[config.mk]
export PLATFORM = sky130hd
export DESIGN_NAME = dsp_mac_pipe
export DESIGN_NICKNAME = d
export VERILOG_FILES = /design/src/rtl/dsp_pkg.sv /design/src/rtl/dsp_pipe_reg.sv /design/src/rtl/dsp_mac_pipe.sv
export SDC_FILE = /design/constraint.sdc
export NUM_CORES = 2
export LEC_CHECK = 0
export CAP_MARGIN = 15
export CORE_MARGIN = 5
export CORE_UTILIZATION = 60
export CTS_CLUSTER_DIAMETER = 200
export CTS_CLUSTER_SIZE = 40
export DETAILED_ROUTE_END_ITERATION = 10
export GPL_ROUTABILITY_DRIVEN = 1
export HOLD_SLACK_MARGIN = 0.02
export PLACE_DENSITY = 0.88
export SLEW_MARGIN = 15
export SYNTH_ARGS = -nofsm -noshare
export SYNTH_HDL_FRONTEND = slang
export SYNTH_SLANG_ARGS = --single-unit
export TNS_END_PERCENT = 10
[constraint.sdc]
create_clock -name CLK -period 9.8 [get_ports CLK]
set_clock_uncertainty 0.1 [all_clocks]
set_input_delay 1.47 -clock CLK [delete_from_list [all_inputs] [get_ports CLK]]
set_output_delay 1.47 -clock CLK [all_outputs]
set_load 0.03 [all_outputs]
[src/rtl/dsp_pkg.sv]
// Shared definitions for the dsp_mac_pipe MAC slice.
// Contents: OPMODE bit positions, accumulator FSM state, saturation-limit helper.
// No ports; imported by the top.
package dsp_pkg;

  // OPMODE bit positions
  localparam int OP_PRE_EN  = 0;  // pre-adder enable (else B passes through)
  localparam int OP_PRE_SUB = 1;  // pre-adder computes D-B instead of D+B
  localparam int OP_ACC_SUB = 2;  // product is subtracted from the accumulator

  // Widest accumulator the limit helper can describe
  localparam int SAT_MAXW = 128;

  typedef enum logic {
    ST_IDLE  = 1'b0,
    ST_ACCUM = 1'b1
  } acc_state_e;

  // Signed clamp value for a 'width'-bit word, sign-extended to SAT_MAXW bits:
  // neg=1 gives -2^(width-1), neg=0 gives 2^(width-1)-1. Callers size-cast it.
  function automatic logic [SAT_MAXW-1:0] sat_limit(input int unsigned width, input logic neg);
    logic [SAT_MAXW-1:0] lo;
    lo = {SAT_MAXW{1'b1}} << (width - 1);
    return neg ? lo : ~lo;
  endfunction

endpackage

[src/rtl/dsp_pipe_reg.sv]
// Purpose: one pipeline register slice, loads i_d when i_en is high, holds otherwise.
// Latency: 1 cycle. Backpressure: i_en low freezes the contents.
// Ports: i_clk, i_rst_n (async active-low, clears to 0), i_en, i_d -> o_q.
module dsp_pipe_reg #(
  parameter int WIDTH = 1
) (
  input  logic             i_clk,
  input  logic             i_rst_n,
  input  logic             i_en,
  input  logic [WIDTH-1:0] i_d,
  output logic [WIDTH-1:0] o_q
);

  always_ff @(posedge i_clk or negedge i_rst_n) begin
    if (!i_rst_n) begin
      o_q <= '0;
    end else if (i_en) begin
      o_q <= i_d;
    end
  end

endmodule

[src/rtl/dsp_mac_pipe.sv]
// Purpose: signed pre-add / multiply / framed accumulate slice with optional saturation.
// Latency: a LAST beat accepted at edge n shows P_VALID after edge n+3; 1 beat/cycle.
// Backpressure: P_VALID && !P_READY freezes every stage and drops IN_READY.
// Ports: CLK, RSTN; input beat IN_VALID/IN_READY with A,B,D,C,OPMODE,IN_FIRST,IN_LAST;
//        result P_VALID/P_READY with P,P_OVF,P_BEATS; FRAME_ERR pulse on aborted frame.
module dsp_mac_pipe
  import dsp_pkg::*;
#(
  parameter int ABD_WIDTH = 18,
  parameter int CP_WIDTH  = 48,
  parameter bit SATURATE  = 1'b1,
  parameter int CNT_WIDTH = 16
) (
  input  logic                 CLK,
  input  logic                 RSTN,
  input  logic                 IN_VALID,
  output logic                 IN_READY,
  input  logic [ABD_WIDTH-1:0] A,
  input  logic [ABD_WIDTH-1:0] B,
  input  logic [ABD_WIDTH-1:0] D,
  input  logic [CP_WIDTH-1:0]  C,
  input  logic [2:0]           OPMODE,
  input  logic                 IN_FIRST,
  input  logic                 IN_LAST,
  output logic                 P_VALID,
  input  logic                 P_READY,
  output logic [CP_WIDTH-1:0]  P,
  output logic                 P_OVF,
  output logic [CNT_WIDTH-1:0] P_BEATS,
  output logic                 FRAME_ERR
);

  localparam int W   = ABD_WIDTH;
  localparam int PW  = 2*W + 1;              // product width
  localparam int XW  = CP_WIDTH + 1;         // one guard bit for overflow detection
  localparam int S1W = 3*W + CP_WIDTH + 5;   // A,B,D,C,OPMODE,FIRST,LAST
  localparam int S2W = (W+1) + W + CP_WIDTH + 3;
  localparam int S3W = PW + CP_WIDTH + 3;

  logic r_run;
  logic w_adv, w_acc_in;

  // IN_READY stays low until the first edge after reset release.
  always_ff @(posedge CLK or negedge RSTN) begin
    if (!RSTN) r_run <= 1'b0;
    else       r_run <= 1'b1;
  end

  assign w_adv    = !(P_VALID && !P_READY);
  assign IN_READY = w_adv && r_run;
  assign w_acc_in = IN_VALID && IN_READY;

  // ---------------- stage 1: input register ----------------
  logic [S1W-1:0]       r_s1;
  logic                 r_s1_vld;
  logic [W-1:0]         w_s1_a, w_s1_b, w_s1_d;
  logic [CP_WIDTH-1:0]  w_s1_c;
  logic [2:0]           w_s1_op;
  logic                 w_s1_first, w_s1_last;

  dsp_pipe_reg #(.WIDTH(S1W)) u_s1_dat (.i_clk(CLK), .i_rst_n(RSTN), .i_en(w_adv),
    .i_d({A, B, D, C, OPMODE, IN_FIRST, IN_LAST}), .o_q(r_s1));
  dsp_pipe_reg #(.WIDTH(1)) u_s1_vld (.i_clk(CLK), .i_rst_n(RSTN), .i_en(w_adv),
    .i_d(w_acc_in), .o_q(r_s1_vld));

  assign {w_s1_a, w_s1_b, w_s1_d, w_s1_c, w_s1_op, w_s1_first, w_s1_last} = r_s1;

  // ---------------- stage 2: pre-adder, then multiplier ----------------
  // The pre-adder result gets its own register so the add and the multiply
  // never share a timing path; the product is registered behind it.
  logic [W:0] w_b_x, w_d_x, w_pre;
  assign w_b_x = {w_s1_b[W-1], w_s1_b};
  assign w_d_x = {w_s1_d[W-1], w_s1_d};
  assign w_pre = w_s1_op[OP_PRE_EN] ? (w_s1_op[OP_PRE_SUB] ? (w_d_x - w_b_x) : (w_d_x + w_b_x))
                                    : w_b_x;

  logic [S2W-1:0]      r_s2;
  logic                r_s2_vld;
  logic [W:0]          w_s2_pre;
  logic [W-1:0]        w_s2_a;
  logic [CP_WIDTH-1:0] w_s2_c;
  logic                w_s2_sub, w_s2_first, w_s2_last;

  dsp_pipe_reg #(.WIDTH(S2W)) u_s2_dat (.i_clk(CLK), .i_rst_n(RSTN), .i_en(w_adv),
    .i_d({w_pre, w_s1_a, w_s1_c, w_s1_op[OP_ACC_SUB], w_s1_first, w_s1_last}), .o_q(r_s2));
  dsp_pipe_reg #(.WIDTH(1)) u_s2_vld (.i_clk(CLK), .i_rst_n(RSTN), .i_en(w_adv),
    .i_d(r_s1_vld), .o_q(r_s2_vld));

  assign {w_s2_pre, w_s2_a, w_s2_c, w_s2_sub, w_s2_first, w_s2_last} = r_s2;

  // Both operands sign-extended to full product width: the low PW bits of
  // the unsigned product are then the exact signed product.
  logic [PW-1:0] w_pre_x, w_a_x, w_m;
  assign w_pre_x = {{W{w_s2_pre[W]}}, w_s2_pre};
  assign w_a_x   = {{(W+1){w_s2_a[W-1]}}, w_s2_a};
  assign w_m     = w_pre_x * w_a_x;

  logic [S3W-1:0]      r_s3;
  logic                r_s3_vld;
  logic [PW-1:0]       w_m3;
  logic [CP_WIDTH-1:0] w_c3;
  logic                w_sub3, w_first3, w_last3;

  dsp_pipe_reg #(.WIDTH(S3W)) u_s3_dat (.i_clk(CLK), .i_rst_n(RSTN), .i_en(w_adv),
    .i_d({w_m, w_s2_c, w_s2_sub, w_s2_first, w_s2_last}), .o_q(r_s3));
  dsp_pipe_reg #(.WIDTH(1)) u_s3_vld (.i_clk(CLK), .i_rst_n(RSTN), .i_en(w_adv),
    .i_d(r_s2_vld), .o_q(r_s3_vld));

  assign {w_m3, w_c3, w_sub3, w_first3, w_last3} = r_s3;

  // ---------------- stage 3: accumulator and frame FSM ----------------
  acc_state_e r_state, w_state_nxt;
  logic       w_beat, w_start, w_err;

  assign w_beat = r_s3_vld && w_adv;

  always_ff @(posedge CLK or negedge RSTN) begin
    if (!RSTN) r_state <= ST_IDLE;
    else       r_state <= w_state_nxt;
  end

  always_comb begin
    w_state_nxt = r_state;
    if (w_beat) w_state_nxt = w_last3 ? ST_IDLE : ST_ACCUM;
  end

  // A FIRST beat inside an open frame throws the partial sum away.
  always_comb begin
    w_start = (r_state == ST_IDLE) || w_first3;
    w_err   = w_beat && (r_state == ST_ACCUM) && w_first3;
  end

  logic [CP_WIDTH-1:0]  r_acc, r_p, w_lim, w_res;
  logic                 r_ovf, r_p_ovf, r_p_vld, r_frame_err;
  logic [CNT_WIDTH-1:0] r_cnt, r_p_beats, w_cnt_nxt;
  logic [XW-1:0]        w_term_pos, w_term, w_base, w_sum;
  logic                 w_ovf_now, w_ovf_tot;

  assign w_term_pos = {{(XW-PW){w_m3[PW-1]}}, w_m3};
  assign w_term     = w_sub3 ? -w_term_pos : w_term_pos;
  assign w_base     = w_start ? {w_c3[CP_WIDTH-1], w_c3} : {r_acc[CP_WIDTH-1], r_acc};
  assign w_sum      = w_base + w_term;
  // Guard bit disagreeing with the CP_WIDTH sign bit means the sum does not fit.
  assign w_ovf_now  = w_sum[XW-1] ^ w_sum[XW-2];
  assign w_lim      = CP_WIDTH'(sat_limit(CP_WIDTH, w_sum[XW-1]));
  assign w_res      = (w_ovf_now && (SATURATE != 1'b0)) ? w_lim : w_sum[CP_WIDTH-1:0];
  assign w_ovf_tot  = w_ovf_now || (!w_start && r_ovf);
  assign w_cnt_nxt  = w_start ? CNT_WIDTH'(1)
                              : ((&r_cnt) ? r_cnt : r_cnt + CNT_WIDTH'(1));

  always_ff @(posedge CLK or negedge RSTN) begin
    if (!RSTN) begin
      r_acc       <= '0;
      r_ovf       <= 1'b0;
      r_cnt       <= '0;
      r_p         <= '0;
      r_p_ovf     <= 1'b0;
      r_p_beats   <= '0;
      r_p_vld     <= 1'b0;
      r_frame_err <= 1'b0;
    end else begin
      r_frame_err <= w_err;
      if (w_adv) r_p_vld <= w_beat && w_last3;
      if (w_beat) begin
        if (w_last3) begin
          r_p       <= w_res;
          r_p_ovf   <= w_ovf_tot;
          r_p_beats <= w_cnt_nxt;
          r_acc     <= '0;
          r_ovf     <= 1'b0;
          r_cnt     <= '0;
        end else begin
          r_acc     <= w_res;
          r_ovf     <= w_ovf_tot;
          r_cnt     <= w_cnt_nxt;
        end
      end
    end
  end

  assign P_VALID   = r_p_vld;
  assign P         = r_p;
  assign P_OVF     = r_p_ovf;
  assign P_BEATS   = r_p_beats;
  assign FRAME_ERR = r_frame_err;

endmodule

# Yosys cells after proc, flatten, opt, wreduce, memory -nomap -nowiden

Cells that the tools add are included.

Flip-flop bits (word level): 420
Input port bits: 111
Output and inout bits: 68
Logic and storage cells: 51

Add/sub/neg operators: 5
Multiply operators: 1
Multiplexer cells: 12
Bitwise operators: 2
Reductions and logical operators: 15

Operator list:

| cell                                           | number |
|---|---|
| 2-to-1 mux 48 bit                              | 3 |
| 2-to-1 mux 49 bit                              | 2 |
| adder 49 bit                                   | 1 |
| negation 49 bit                                | 1 |
| 2-to-1 mux 16 bit                              | 3 |
| 2-to-1 mux 19 bit                              | 2 |
| multiplier 19 x 18 -> 37 bit                   | 1 |
| adder 18 x 18 -> 19 bit                        | 1 |
| subtractor 18 x 18 -> 19 bit                   | 1 |
| adder 16 x 1 -> 16 bit (second input constant) | 1 |
| AND reduction 16 bit                           | 1 |
| logical AND 1 bit                              | 8 |
| zero test 1 bit                                | 3 |
| logical OR 1 bit                               | 2 |
| 2-to-1 mux 1 bit                               | 2 |
| AND reduction 2 bit                            | 1 |
| inverter 1 bit                                 | 1 |
| bitwise XOR 1 bit                              | 1 |

# Logic depth before layout (Yosys ltp)

Depth after elaboration: 7
Mapped depth: 28
Mapped depth without buffers: 26

# Hierarchy

A second synthesis with hierarchy kept.

Cells, all modules: 3,448
Area, all modules: 34,481.8 um2

By module, submodules not included:

| module                       | instances | cells each | area each (um2) | sequential area each (um2) |
|---|---|---|---|---|
| dsp_mac_pipe                 | 1         | 2,844      | 23,588.9        | 3,353.2 |
| dsp_pipe_reg at u_s2_dat ... | 2         | 186        | 3,343.2         | 2,202.1 |
| dsp_pipe_reg at u_s1_dat     | 1         | 226        | 4,086.4         | 2,677.6 |
| dsp_pipe_reg at u_s1_vld ... | 3         | 2          | 40.0            | 25.0 |

# Least setup slack after synthesis

OpenSTA, ideal clock, no wires.

Path kind: register -> register
Start point: register u_s2_dat.o_q[79]
End point: register u_s3_dat.o_q[84]
Arrival time: 6.122 ns
Path slack: 3.445 ns
Cell stages (with the launch flop): 25
Buffers on the path: 2
Path through: dfrtp_1 clkbuf_1 clkbuf_1 nand2_1 fa_1 fa_1 fa_1 fa_1 inv_1 fa_1 inv_1 fa_1 inv_1 ha_1 a21o_1 a21oi_1 o21ai_0 inv_1 a2111oi_0 nor3_1 a211oi_1 or3_1 a21oi_1 xor2_1 o21ai_0

Cells in the longest elaborated chain, start to end: 1

Ends and longest elaborated chain:

| what                         | line               | text |
|---|---|---|
| from (decl)                  | dsp_pipe_reg.sv:11 | `output logic [WIDTH-1:0] o_q` |
| from (signal assigned)       | dsp_pipe_reg.sv:18 | `o_q <= i_d;` |
| multiplier 19 x 18 -> 37 bit | dsp_mac_pipe.sv:96 | `assign w_m = w_pre_x * w_a_x;` |
| to (signal assigned)         | dsp_pipe_reg.sv:18 |  |
| to (decl)                    | dsp_pipe_reg.sv:11 |  |

Every way passes these cells.
A chain may end at the register's enable or synchronous reset.

# Worst setup path in the final report

Start point: register u_s2_dat.o_q[54]
End point: register u_s3_dat.o_q[86]

The elaborated chain is that of the path after synthesis.

==> results.sh <==
export IMPL_drive_above_1_share_pct=1.451
export IMPL_period_needed_ps=7328
export IMPL_antenna_left=0
export IMPL_die_height_um=248.0
export IMPL_final_util_pct=64.87
export IMPL_grt_first_pass_wirelength_mm=140.7
export IMPL_finalMaxSlewViolations=0
export IMPL_wl_per_cell_um=18.14
export IMPL_area_delta_synth_final_pct=7.446
export IMPL_drc=0
export IMPL_hold_class="flip-flop to flip-flop"
export IMPL_netlist_area_mm2=0.03398
export IMPL_ys_types=72
export IMPL_path_clk_slew_ps=170
export IMPL_initial_utilization_pct=60.37
export IMPL_first_global_vias=27124
export IMPL_place_ws_ps=2686
export IMPL_grt_setup_unrepaired="no"
export IMPL_ys_seq_area_share_pct=30.93
export IMPL_grt_max_degree=204
export IMPL_post_dp_cell_area_mm2=0.03611
export IMPL_grt_usage_pct=28.54
export IMPL_synth_avg_cell_area_um2=8.515
export IMPL_grt_ovfl_total=0
export IMPL_rr_endpoint="u_s3_dat.o_q[86]"
export IMPL_nets=4620
export IMPL_port_buffers=178
export IMPL_synthArstFlopShare_pct=100.0
export IMPL_min_delay_start="u_s1_dat.o_q[44]"
export IMPL_crit_chain="nand2_1 > fa_1 > fa_1 > fa_1 > fa_1 > inv_1 > fa_1 > inv_1 > fa_1 > inv_1 > ha_1 > a21o_1 > a21oi_1 > o21ai_0 > inv_1 > a2111oi_0 > nor3_1 > a211oi_1 > o311a_1 > nor2_1 > xor2_1 > o21ai_0"
export IMPL_holdPathStages=2
export IMPL_critical_path_buf_inv_count=4
export IMPL_ff2ff_path_depth=22
export IMPL_ioPinCount=179
export IMPL_r2r_start="u_s2_dat.o_q[54]"
export IMPL_hpwl_mm=66.29
export IMPL_stdcell_area_mm2=0.03651
export IMPL_yosysWarnings=0
export IMPL_detailedRoute_firstIterationViolations=2526
export IMPL_arrival_ps=7720
export IMPL_cts_root_buf="clkbuf_16"
export IMPL_tns_ps=0
export IMPL_worst_pin_slew_ps=1046
export IMPL_dieArea_mm2=0.06149
export IMPL_worst_setup_path_start_kind="flip-flop"
export IMPL_max_slew_margin_rel_pct=30.25
export IMPL_path_max_fanout=20
export IMPL_synthesis_nets=4612
export IMPL_maxCapViolations=0
export IMPL_fin_ws_ps=2472
export IMPL_htreeDepth=1
export IMPL_reg2reg_slack_ps=2470
export IMPL_setup_viol=0
export IMPL_slowest_delay_ps=880
export IMPL_worstPathRequired_ps=10200
export IMPL_crit_type="flip-flop to flip-flop"
export IMPL_post_cts_resized=0
export IMPL_slowest_stage="dfrtp_1"
export IMPL_synth_main_ff_cell="dfrtp_1"
export IMPL_core_rowCount=87
export IMPL_hold_violations=0
export IMPL_cts_hold_fix_buffers=0
export IMPL_gp_congestion=0.9747
export IMPL_die_w_um=248.0
export IMPL_cts_tree="built"
export IMPL_num_vias=27092
export IMPL_synth_edff_count=0
export IMPL_critPathTopFamily="adder cells"
export IMPL_synth_seq_cells=420
export IMPL_cpMostUsedCell="fa_1"
export IMPL_fin_crit_sh_pct=74.77
export IMPL_min_to="u_s2_dat.o_q[42]"
export IMPL_first_pass_iters=6
export IMPL_fmax_ghz=0.1365
export IMPL_clkLatencyLatePin_ps=570
export IMPL_viasPerCell=5.698
export IMPL_cts_sinks=420
export IMPL_cp_end_kind="flip-flop"
export IMPL_outcome="finished, final reports clean"
export IMPL_cts_setup_buffers=0
export IMPL_wirelength_mm=86.27
export IMPL_syn_inst=3990
export IMPL_cts_buffers=14
export IMPL_cts_max_path_buffers=3
export IMPL_coreArea_mm2=0.05628
export IMPL_antenna_found_initial=3
==> worst reg2reg max path, cell delays in order, from the launching register on <==
cell,delay (ps)
dfrtp_1,880
nand2_1,180
fa_1,540
fa_1,580
fa_1,450
fa_1,550
inv_1,50
fa_1,470
inv_1,60
fa_1,490
inv_1,60
ha_1,340
a21o_1,130
a21oi_1,80
o21ai_0,540
inv_1,120
a2111oi_0,490
nor3_1,190
a211oi_1,420
o311a_1,240
nor2_1,50
xor2_1,130
o21ai_0,130
==> cell usage in the layout, fill, tap and decap left out, types with 25 or more instances in the layout <==
cell             count
nand2b_1            25
o21ai_1             60
xnor2_1            115
nand3_1             26
o21ai_0            165
nor2_1             158
dfrtp_1            420
a21oi_1            121
o31ai_1             26
and2_1             186
a21o_1              32
inv_1              445
xor2_1              40
clkdlybuf4s50_1    177
fa_1               347
ha_1               164
nand2_1           1200
==> cells in the mapped netlist (all sizes together), types with 26 or more instances <==
master,instances,share of area [%]
xnor2,116,3.0
fa,347,20
and2,186,3.4
nand2b,27,0.50
nor2,159,1.8
o21ai,227,3.4
inv,445,4.9
o31ai,26,0.57
a21oi,121,1.8
nand2,1202,13
a21o,32,0.71
ha,164,6.0
dfrtp,420,31
clkbuf,186,2.1
nand3,26,0.38
xor2,40,1.0
==> sequential cells by signal, summed over array words and instances (netlist names), 16 cells and up <==
register	count
P_BEATS	16
u_s1_dat.o_q	107
u_s2_dat.o_q	88
r_acc	48
P	48
r_cnt	16
u_s3_dat.o_q	88
==> per-layer routing <==
| layer | share of wire [%] | wire, µm | up-vias | global-route usage (%) |
|---|---|---|---|---|
| li1 | - | - | 12459 | - |
| met1 | 40 | 34420 | 13194 | 39.06 |
| met2 | 46 | 39460 | 1188 | 45.21 |
| met3 | 9.7 | 8342 | 247 | 5.966 |
| met4 | 4.7 | 4029 | 4 | 11.18 |
| met5 | 0.017 | 15 | - | 0 |
==> logic make-up after synthesis <==
group,share of synthesized area [%]
flops,30.93
simple gates,21.34
compound gates,9.402
xor+xnor,4.110
other cells,0.01104
fa+ha+maj,26.48
buf+inv,7.240
mux,0.4787
==> cell type report <==
class	count	area, µm²
antenna	1	2.502
clock buffer	15	375.4
clock inverter	1	20.02
fill	4483	19770
inverter	445	1670
multi-input combinational	2922	21040
sequential	420	10510
tap	756	945.9
timing repair buffer	195	1939
==> worst max-delay path by stage <==
stage               slack [ps]              from                to  cells after the start
floorplan                 3440  u_s2_dat.o_q[79]  u_s3_dat.o_q[84]                     24
global placement          2870  u_s2_dat.o_q[54]  u_s3_dat.o_q[86]                     22
detailed placement        2690  u_s2_dat.o_q[54]  u_s3_dat.o_q[84]                     22
CTS                       2520  u_s2_dat.o_q[54]  u_s3_dat.o_q[86]                     22
global route              2010  u_s2_dat.o_q[54]  u_s3_dat.o_q[86]                     22
finish                    2470  u_s2_dat.o_q[54]  u_s3_dat.o_q[86]                     22
==> metrics by stage <==
| step | instances | hold slack [ps] |
|---|---|---|
| after floorplan | 3990 | 338.6 |
| after global placement | 4738 | 348.5 |
| after detailed placement | 4738 | 355.2 |
| after CTS | 4754 | 366.4 |
| after global routing | 4755 | 389.6 |
| final | 4755 | 371.0 |
Power is not shown: default switching activity piles up to over one toggle a cycle in this logic, so the estimate is an artifact.
